### config.mk
export PLATFORM = sky130hd
export DESIGN_NAME = tlul_host_adapter
export DESIGN_NICKNAME = d
export VERILOG_FILES = /design/src/rtl/tlul_host_adapter.sv
export SDC_FILE = /design/constraint.sdc
export NUM_CORES = 1
export LEC_CHECK = 0
export CELL_PAD_IN_SITES_DETAIL_PLACEMENT = 1
export CELL_PAD_IN_SITES_GLOBAL_PLACEMENT = 1
export CORE_ASPECT_RATIO = 1.2
export CORE_MARGIN = 2
export CORE_UTILIZATION = 29
export CTS_CLUSTER_SIZE = 12
export DETAILED_ROUTE_END_ITERATION = 12
export PLACE_DENSITY_LB_ADDON = 0.1
export SLEW_MARGIN = 10
export SYNTH_ARGS = -nofsm -noshare
export SYNTH_HDL_FRONTEND = slang
export SYNTH_SLANG_ARGS = --single-unit
export TNS_END_PERCENT = 30
### constraint.sdc
create_clock -name clk_i -period 2.3 [get_ports clk_i]
set_clock_uncertainty 0.1 [all_clocks]
set_input_delay 0.46 -clock clk_i [delete_from_list [all_inputs] [get_ports clk_i]]
set_output_delay 0.46 -clock clk_i [all_outputs]
set_load 0.005 [all_outputs]
### src/rtl/tlul_host_adapter.sv
// TL-UL host adapter: single-outstanding req/gnt register port -> TL-UL A/D channels.
// Optional macro TLUL_HOST_ALIGN_CHK_EN rejects misaligned or empty-mask requests locally.
package tlul_pkg;

  localparam logic [2:0] PutFullData    = 3'h0;
  localparam logic [2:0] PutPartialData = 3'h1;
  localparam logic [2:0] Get            = 3'h4;
  localparam logic [2:0] AccessAck      = 3'h0;
  localparam logic [2:0] AccessAckData  = 3'h1;

  localparam logic [15:0] A_USER_DEFAULT = 16'h0000;

  typedef struct packed {
    logic        a_valid;
    logic [2:0]  a_opcode;
    logic [2:0]  a_param;
    logic [1:0]  a_size;
    logic [7:0]  a_source;
    logic [31:0] a_address;
    logic [3:0]  a_mask;
    logic [31:0] a_data;
    logic [15:0] a_user;
    logic        d_ready;
  } tl_h2d_t;

  typedef struct packed {
    logic        d_valid;
    logic [2:0]  d_opcode;
    logic [2:0]  d_param;
    logic [1:0]  d_size;
    logic [7:0]  d_source;
    logic        d_sink;
    logic [31:0] d_data;
    logic [15:0] d_user;
    logic        d_error;
    logic        a_ready;
  } tl_d2h_t;

  localparam int unsigned H2D_W = $bits(tl_h2d_t);
  localparam int unsigned D2H_W = $bits(tl_d2h_t);

endpackage

// tlul_host_adapter: grant in IDLE, one A beat, one D beat, then a one-cycle rvalid_o strobe.
// Latency: gnt T0, A handshake T1, D handshake T2, rvalid_o T3 (zero-wait device).
// Backpressure: a_ready low stretches ADDR with stable fields; d_ready only asserted in DATA.
module tlul_host_adapter
  import tlul_pkg::*;
#(
  parameter int unsigned AW       = 32,
  parameter int unsigned DW       = 32,
  parameter logic [7:0]  SourceId = 8'd0
) (
  input  logic                clk_i,
  input  logic                rst_ni,
  input  logic                req_i,
  output logic                gnt_o,
  input  logic                we_i,
  input  logic [AW-1:0]       addr_i,
  input  logic [DW-1:0]       wdata_i,
  input  logic [DW/8-1:0]     be_i,
  output logic                rvalid_o,
  output logic [DW-1:0]       rdata_o,
  output logic                err_o,
  output logic                busy_o,
  output logic [H2D_W-1:0]    tl_o,
  input  logic [D2H_W-1:0]    tl_i
);

  localparam logic [1:0] IDLE = 2'd0;
  localparam logic [1:0] ADDR = 2'd1;
  localparam logic [1:0] DATA = 2'd2;

  logic [1:0]      state_q, state_d;
  logic            we_q;
  logic [AW-1:0]   addr_q;
  logic [DW-1:0]   wdata_q;
  logic [DW/8-1:0] be_q;
  logic [2:0]      opcode_q;

  tl_h2d_t h2d;
  tl_d2h_t d2h;

  logic req_bad;
  logic a_hs;
  logic d_hs;
  logic rsp_mismatch;
  logic unused_d2h;

  assign d2h  = tl_d2h_t'(tl_i);
  assign tl_o = h2d;

  // Response fields the adapter has no use for.
  assign unused_d2h = ^{d2h.d_param, d2h.d_size, d2h.d_sink, d2h.d_user};

`ifdef TLUL_HOST_ALIGN_CHK_EN
  assign req_bad = (addr_i[1:0] != 2'b00) || (we_i && (be_i == '0));
`else
  assign req_bad = 1'b0;
`endif

  assign gnt_o  = req_i && (state_q == IDLE);
  assign busy_o = (state_q != IDLE);
  assign a_hs   = (state_q == ADDR) && d2h.a_ready;
  assign d_hs   = (state_q == DATA) && d2h.d_valid;

  assign rsp_mismatch = (d2h.d_source != SourceId) ||
                        (we_q ? (d2h.d_opcode != AccessAck) : (d2h.d_opcode != AccessAckData));

  always_comb begin
    state_d = state_q;
    case (state_q)
      IDLE:    if (gnt_o && !req_bad) state_d = ADDR;
      ADDR:    if (a_hs) state_d = DATA;
      DATA:    if (d_hs) state_d = IDLE;
      default: state_d = IDLE;
    endcase
  end

  // A payload is zero outside ADDR so an idle bus never shows stale request fields.
  always_comb begin
    h2d         = '0;
    h2d.d_ready = (state_q == DATA);
    if (state_q == ADDR) begin
      h2d.a_valid   = 1'b1;
      h2d.a_opcode  = opcode_q;
      h2d.a_param   = 3'h0;
      h2d.a_size    = 2'd2;
      h2d.a_source  = SourceId;
      h2d.a_address = 32'(addr_q);
      h2d.a_mask    = 4'(be_q);
      h2d.a_data    = 32'(wdata_q);
      h2d.a_user    = A_USER_DEFAULT;
    end
  end

  always_ff @(posedge clk_i or negedge rst_ni) begin
    if (!rst_ni) begin
      state_q <= IDLE;
    end else begin
      state_q <= state_d;
    end
  end

  always_ff @(posedge clk_i or negedge rst_ni) begin
    if (!rst_ni) begin
      we_q     <= 1'b0;
      addr_q   <= '0;
      wdata_q  <= '0;
      be_q     <= '0;
      opcode_q <= 3'h0;
    end else if (gnt_o) begin
      we_q     <= we_i;
      addr_q   <= addr_i;
      wdata_q  <= wdata_i;
      be_q     <= be_i;
      if (!we_i) begin
        opcode_q <= Get;
      end else if (be_i == '1) begin
        opcode_q <= PutFullData;
      end else begin
        opcode_q <= PutPartialData;
      end
    end
  end

  // rdata_o/err_o only move when a new strobe is produced.
  always_ff @(posedge clk_i or negedge rst_ni) begin
    if (!rst_ni) begin
      rvalid_o <= 1'b0;
      rdata_o  <= '0;
      err_o    <= 1'b0;
    end else begin
      rvalid_o <= 1'b0;
      if (d_hs) begin
        rvalid_o <= 1'b1;
        rdata_o  <= we_q ? '0 : DW'(d2h.d_data);
        err_o    <= d2h.d_error | rsp_mismatch;
      end else if (gnt_o && req_bad) begin
        rvalid_o <= 1'b1;
        rdata_o  <= '0;
        err_o    <= 1'b1;
      end
    end
  end

endmodule

==> summary.md, run 1 <==
| Metric | Value |
|---|---|
| Vias in the first global route | `slightly below 5000` |
| WL final | `16120 um` |
| Critical path arrival | `around 1.7 ns` |
| Nets | `approximately 930` |
| FF+latch count, synth | `~110` |
| Worst-Skew Late Latency | `0.34 ns` |
| Complex-gate fraction of the synthesized area | `3.816%` |
| Die width | `123.7 um` |
| Worst EP required | `about 1.7 ns` |
| Critical path class | `flip-flop to output pin` |
| CP endpoint | `tl_o[98]` |
| Post-synthesis mux area share | `0%` |
| IO Port Bufs | `roughly 230` |
| DRC Markers | `0` |
| Largest net degree at the start of global routing | `74` |
| Starting Density | `29.57%` |
| Via density | `4.382` |
| WL met1 | `6435 um` |
| Synth Area in XOR/XNOR | `less than 1%` |
| Critical path capture point type | `output pin` |
| Slew of the pin with the lowest slew margin | `0.7942 ns` |
| Post-Syn Area | `4984 um^2` |
| Worst-path maximum fanout | `13` |
| Metal3 WL | `1411 um` |
| GRT Util Overall | `roughly 18%` |
| Routability cong. | `between 0.7 and 0.8` |
| Final setup viols | `0` |
| Worst setup margin | `approximately 0.053 ns` |
| DP HPWL | `10960 um` |
| First-pass GRT wire length | `24850 um` |
| Fraction of the mapped netlist area in adder cells | `0%` |
| Worst reg2reg endpoint | `wdata_q[0]` |
| Status | `finished, final reports clean` |
| Worst setup SP type | `flip-flop` |
| Worst Setup SP | `state_q[0]` |
| DR WL met2 | `7966 um` |
| Highest Signal Layer | `met4` |
| R2R Setup Slk | `~0.23 ns` |
| Clock transition at path regs | `0.07 ns` |
| Non-filler cells, final | `1010` |
| Pre-CTS setup slack | `-0.1364 ns` |
| Root Driver | `clkbuf_16` |
| Yosys synthesis warning count | `0` |
| Wire per inst | `15.96 um` |
| Num ports | `278` |
| Synth area leader | `dfrtp_1` |
| Pwr dens | `roughly 1200 nW/um^2` |
| Final count of hold timing violations | `0` |
| Site Rows | `52` |
| Syn Area/Cell | `8.789 um^2` |
| Seq. cell area | `2679 um^2` |
| Reg-to-Reg Start | `state_q[1]` |
| Layout area overhead | `56.41%` |
| Max_slew headroom | `~47%` |
| Max VDD drop | `roughly 420 uV` |
| Multi-input logic area | `1938 um^2` |
| Core Area | `approximately 17000 um^2` |
| Share of cells above drive strength 1 | `4.792%` |
| DIE AREA | `18250 um^2` |
| Pre-antenna DRT Iters | `4` |
| Setup TNS | `0 ns` |
| FMAX | `445.0 MHz` |
| Register area share after synthesis | `53.73%` |
| Reg2reg path depth | `6` |
| Initial DRC count | `144` |
| Total CTS buffers | `9` |
| GRT Residual Overflow | `0` |
| Inst Count DP | `approximately 980` |
| Antenna violations before repair | `1` |
| Final worst-path cycle share | `97.70%` |
| Post-synthesis cell count | `567` |
| Post-route ant nets | `0` |
| Max Cap Viol | `0` |
| Chip height | `147.6 um` |
| Final-report max-slew violation count | `0` |
| Clock Sinks | `107` |
| Clk buf depth | `2` |
| Cell leakage power | `roughly 4.2 nW` |
| H-Tree Depth | `3` |
| Post-synth top area share | `53.73%` |
| Largest family of logic cells by synthesized area | `simple AND/OR/NAND/NOR gates` |
| Synth area leaders | `dfrtp_1, nand2_1, and2_1` |
| Simple-Gate Fraction of Synth Area | `32.56%` |
| Yosys cell types | `24` |
| Total power | `0.009030 W` |
| Via count | `approximately 4400` |
| Hold Path Class | `flip-flop to flip-flop` |
| Post-route minimum period | `2.247 ns` |
| Fillers | `1935` |
| CTS tree | `built` |
[metrics by stage]
step / hold WS (ns) / cell area [um^2] / utilization, %
after floorplan: 0.06441 / 5089 / -
after global placement: 0.3115 / 7274 / 43.17
after detailed placement: 0.3092 / 7274 / 43.17
after CTS: 0.3721 / 7640 / 45.34
after global routing: 0.3961 / 7792 / 46.24
final: 0.3678 / 7795 / 46.26
[Yosys cell counts]
library cell    n
or3b_4          1
inv_2           1
o21ai_0        33
buf_2           6
a21o_1          1
and2_1         70
nand2b_1       33
xor2_1          1
nor2b_1         2
inv_1           2
nor3_1          1
a41oi_1         1
buf_4          30
nand3_1         1
nand2_1       243
or2_2           1
dfrtp_1       107
a22o_1          1
conb_1          1
buf_6          15
clkbuf_1       12
nand4_1         1
nand3b_1        1
nor4_1          2
[final cells by class]
type / instances / share of cell area, %
tap: 216 / 3.467
sequential: 107 / 34.37
multi-input combinational: 422 / 24.86
clock inverter: 4 / 0.9470
timing repair buffer: 245 / 33.02
clock buffer: 12 / 3.162
antenna: 1 / 0.03210
inverter: 3 / 0.1445
[layout by cell type (no fill, tap or decap), types with 2 or more instances in the layout]
master,synthesis,routed
nor4_1,2,2
buf_4,30,9
buf_16,0,2
bufinv_16,0,2
clkdlybuf4s15_1,0,22
clkbuf_1,12,2
o21ai_0,33,33
nand2b_1,33,33
dlymetal6s2s_1,0,26
clkbuf_16,0,10
conb_1,1,29
and2_1,70,70
clkdlybuf4s50_1,0,151
nand2_1,243,243
dlygate4sd2_1,0,26
inv_1,2,2
buf_12,0,6
dfrtp_1,107,106
[cells by family after synthesis]
| group | Yosys count |
|---|---|
| buf+inv | 66 |
| other cells | 1 |
| compound gates | 36 |
| xor+xnor | 1 |
| simple gates | 356 |
| flops | 107 |
[layer usage]
metal | GRT usage (%) | vias to the layer above
li1 | - | 2119
met1 | 20.14 | 2141
met2 | 30.80 | 149
met3 | 5.594 | 17
met4 | 6.023 | 0
met5 | 0 | -
[worst max-delay path, cell delays in order (launching register included)]
cell	delay [ns]
dfrtp_1	0.38
nor2b_4	0.13
buf_6	0.12
buf_12	0.14
buf_4	0.13
and2_1	0.15
dlygate4sd2_1	0.28
[state kept, by name, indices dropped and copies added (netlist names)]
register	cells
err_o	1
rvalid_o	1
opcode_q	2
we_q	1
be_q	4
addr_q	32
rdata_o	32
state_q	2
wdata_q	32
[worst min-delay path by stage]
stage                     startpoint           to  slack (ns)  depth (start not counted)
after floorplan               rst_ni    addr_q[0]        0.06                          0
after global placement        rst_ni     rvalid_o        0.31                          1
after detailed placement      rst_ni  rdata_o[23]        0.31                          1
after CTS                 wdata_q[7]   wdata_q[7]        0.37                          2
after global routing      addr_q[18]   addr_q[18]        0.40                          2
final                     wdata_q[7]   wdata_q[7]        0.37                          2
[timing repair]
action | CTS | global route
setup buffers | 3 | 3
endpoints found under the hold margin | 24 | 0
endpoints found under the setup margin | 73 | 33
hold buffers | 1 | 0
gates resized for setup | 52 | 51
cloned | 2 | 1
pin swaps | 0 | 0
[power by group]
group | switching, W | leakage, nW | total, W | internal (W)
clock | 0.000697 | 0.157 | 0.00168 | 0.000986
combinational | 0.00189 | 2.70 | 0.00413 | 0.00224
sequential | 0.000446 | 1.34 | 0.00321 | 0.00277
total | 0.00303 | 4.19 | 0.00903 | 0.00600
(Power assumes the default switching activity.)
==> run 2: changes to the inputs <==
- CORE_MARGIN: 2 -> 1
- PLACE_DENSITY: not set -> 0.91
- PLACE_DENSITY_LB_ADDON: 0.1 -> not set
==> summary.md, run 2 (same netlist as run 1, synthesis figures left out) <==
| Metric | Value |
|---|---|
| Pre-antenna DRT Iters | `4` |
| Initial DRC count | `174` |
| Critical path cell sequence | `nor2b_4 > buf_4 > buf_12 > buf_4 > and2_1 > dlygate4sd2_1` |
| Vias in the first global route | `~4700` |
| Num ports | `278` |
| First-pass GRT wire length | `approximately 24000 um` |
| Layout area overhead | `53.70%` |
| R2R Setup Slk | `0.31 ns` |
| Worst setup margin | `0.06694 ns` |
| Share of cells above drive strength 1 | `under 10%` |
| Largest net degree at the start of global routing | `108` |
| Seq. cell area | `2679 um^2` |
| Pre-CTS setup slack | `-0.2032 ns` |
| Critical path arrival | `1.67 ns` |
| Slowest Stage Delay on Critical Path | `0.38 ns` |
| Slew of the pin with the lowest slew margin | `0.6141 ns` |
| Via density | `4.405` |
| Fillers | `1957` |
| Chip height | `145.6 um` |
| DRC Markers | `0` |
| Max VDD drop | `349.7 uV` |
| # hold bufs at CTS | `0` |
| N_diodes | `0` |
| Critical path class | `flip-flop to output pin` |
| Routability cong. | `0.7097` |
| Max_slew headroom | `just under 60%` |
| Final worst-path cycle share | `a little over nine tenths` |
| Nets | `926` |
| Clock transition at path regs | `0.07 ns` |
| Critical path capture point type | `output pin` |
| WL final | `15180 um` |
| Top flop regs | `addr_q x32, rdata_o x32, wdata_q x32` |
| Status | `finished, final reports clean` |
| DP HPWL | `10810 um` |
| Antenna violations before repair | `1` |
| Max Cap Viol | `0` |
| Clk buf depth | `2` |
| GRT Residual Overflow | `0` |
| Post-route ant nets | `0` |
| Cell leakage power | `slightly below 4 nW` |
| DIE AREA | `around 18000 um^2` |
| Slowest-stage cell, CP | `dfrtp_1` |
| Core Area | `16850 um^2` |
| Multi-input logic area | `1938 um^2` |
| GRT Util Overall | `17.68%` |
| Worst setup SP type | `flip-flop` |
| Commonest non-fill, non-tap cell in the layout | `nand2_1` |
| Worst EP required | `about 1.7 ns` |
| Inst Count DP | `just under 1000` |
| Final count of hold timing violations | `0` |
| Worst-path maximum fanout | `6` |
| Final-report max-slew violation count | `0` |
| Pwr dens | `1141 nW/um^2` |
| Wire per inst | `15.09 um` |
| Root Driver | `clkbuf_16` |
| Total CTS buffers | `9` |
| Worst-Skew Late Latency | `0.34 ns` |
| Hold Path Class | `input port to async pin` |
| Via count | `between 4000 and 5000` |
| Site Rows | `52` |
| FMAX | `447.8 MHz` |
| Starting Density | `between 20% and 30%` |
| Post-route minimum period | `2.233 ns` |
| IO Port Bufs | `226` |
| Final setup viols | `0` |
| H-Tree Depth | `3` |
| Final core utilization | `45.46%` |
| CP most frequent cell | `buf_4` |
| CTS tree | `built` |
| Die width | `121.7 um` |
| Commonest non-fill, non-tap cells in the layout | `nand2_1, clkdlybuf4s50_1, dfrtp_1, and2_1, dlygate4sd2_1` |
| Setup TNS | `0 ns` |
| Clock Sinks | `107` |
| Non-filler cells, final | `1006` |
-- run 2: cell count changes in the layout (fill, tap and decap cells not counted), sizes merged --
| cell | delta |
|---|---|
| dlymetal6s2s | -17 |
| dlygate4sd2 | +9 |
| clkdlybuf4s15 | +8 |
| clkbuf | -2 |
| bufinv | -1 |
| clkinv | -1 |
| clkinvlp | +1 |
| diode | -1 |
| dlygate4sd3 | -1 |
| inv | +1 |
-- run 2: final timing paths --
path	from	end	cells past startpoint
worst max-delay path	state_q[0]	tl_o[39]	6
worst min-delay path	rst_ni	rdata_o[18]	2
worst max register to register	state_q[1]	wdata_q[14]	7
worst min register to register	be_q[3]	be_q[3]	2
max in group asynchronous	rst_ni	state_q[1]	2
min in group clk_i	be_q[3]	be_q[3]	2
-- run 2: cell type report --
| type | instances | area share (%) |
|---|---|---|
| inverter | 3 | 0.1470 |
| multi-input combinational | 422 | 25.30 |
| clock inverter | 4 | 0.6697 |
| sequential | 107 | 34.97 |
| timing repair buffer | 243 | 32.34 |
| clock buffer | 11 | 3.038 |
| tap | 216 | 3.528 |
-- run 2: power by group --
| group | switching (W) | internal [W] | leakage (nW) |
|---|---|---|---|
| logic | 0.00182 | 0.00216 | 2.45 |
| clock network | 0.000702 | 0.000843 | 0.136 |
| registers | 0.000449 | 0.00277 | 1.34 |
-- run 2: stage by stage --
stage               hold WS [ns]  area [um^2]  total power (W)
CTS                       0.1143         7592         0.008905
detailed placement        0.3548         7302         0.007394
global route              0.1223         7660         0.009466
floorplan                0.06441         5089         0.005125
global placement          0.3492         7302         0.007203
finish                   0.07266         7660         0.008740
-- run 2: what timing repair did --
action	4_1_cts	5_1_grt
endpoints found under the setup margin	73	9
setup buffers	4	1
resized for setup	71	39
cloned	1	0
hold endpoints to repair	0	0
-- run 2: critical path, delay by kind of cell (launching register included) --
family,cells,cell delay (ns)
flops,1,0.38
simple gates,2,0.28
buf+inv,4,0.66
-- run 2: routing by layer --
metal / GRT usage [%] / up-vias / part of all wire, %
met5: 0 / - / 0.11
met2: 32.36 / 170 / 52
li1: - / 2105 / -
met4: 6.852 / 2 / 2.4
met1: 19.04 / 2129 / 38
met3: 4.624 / 25 / 7.5
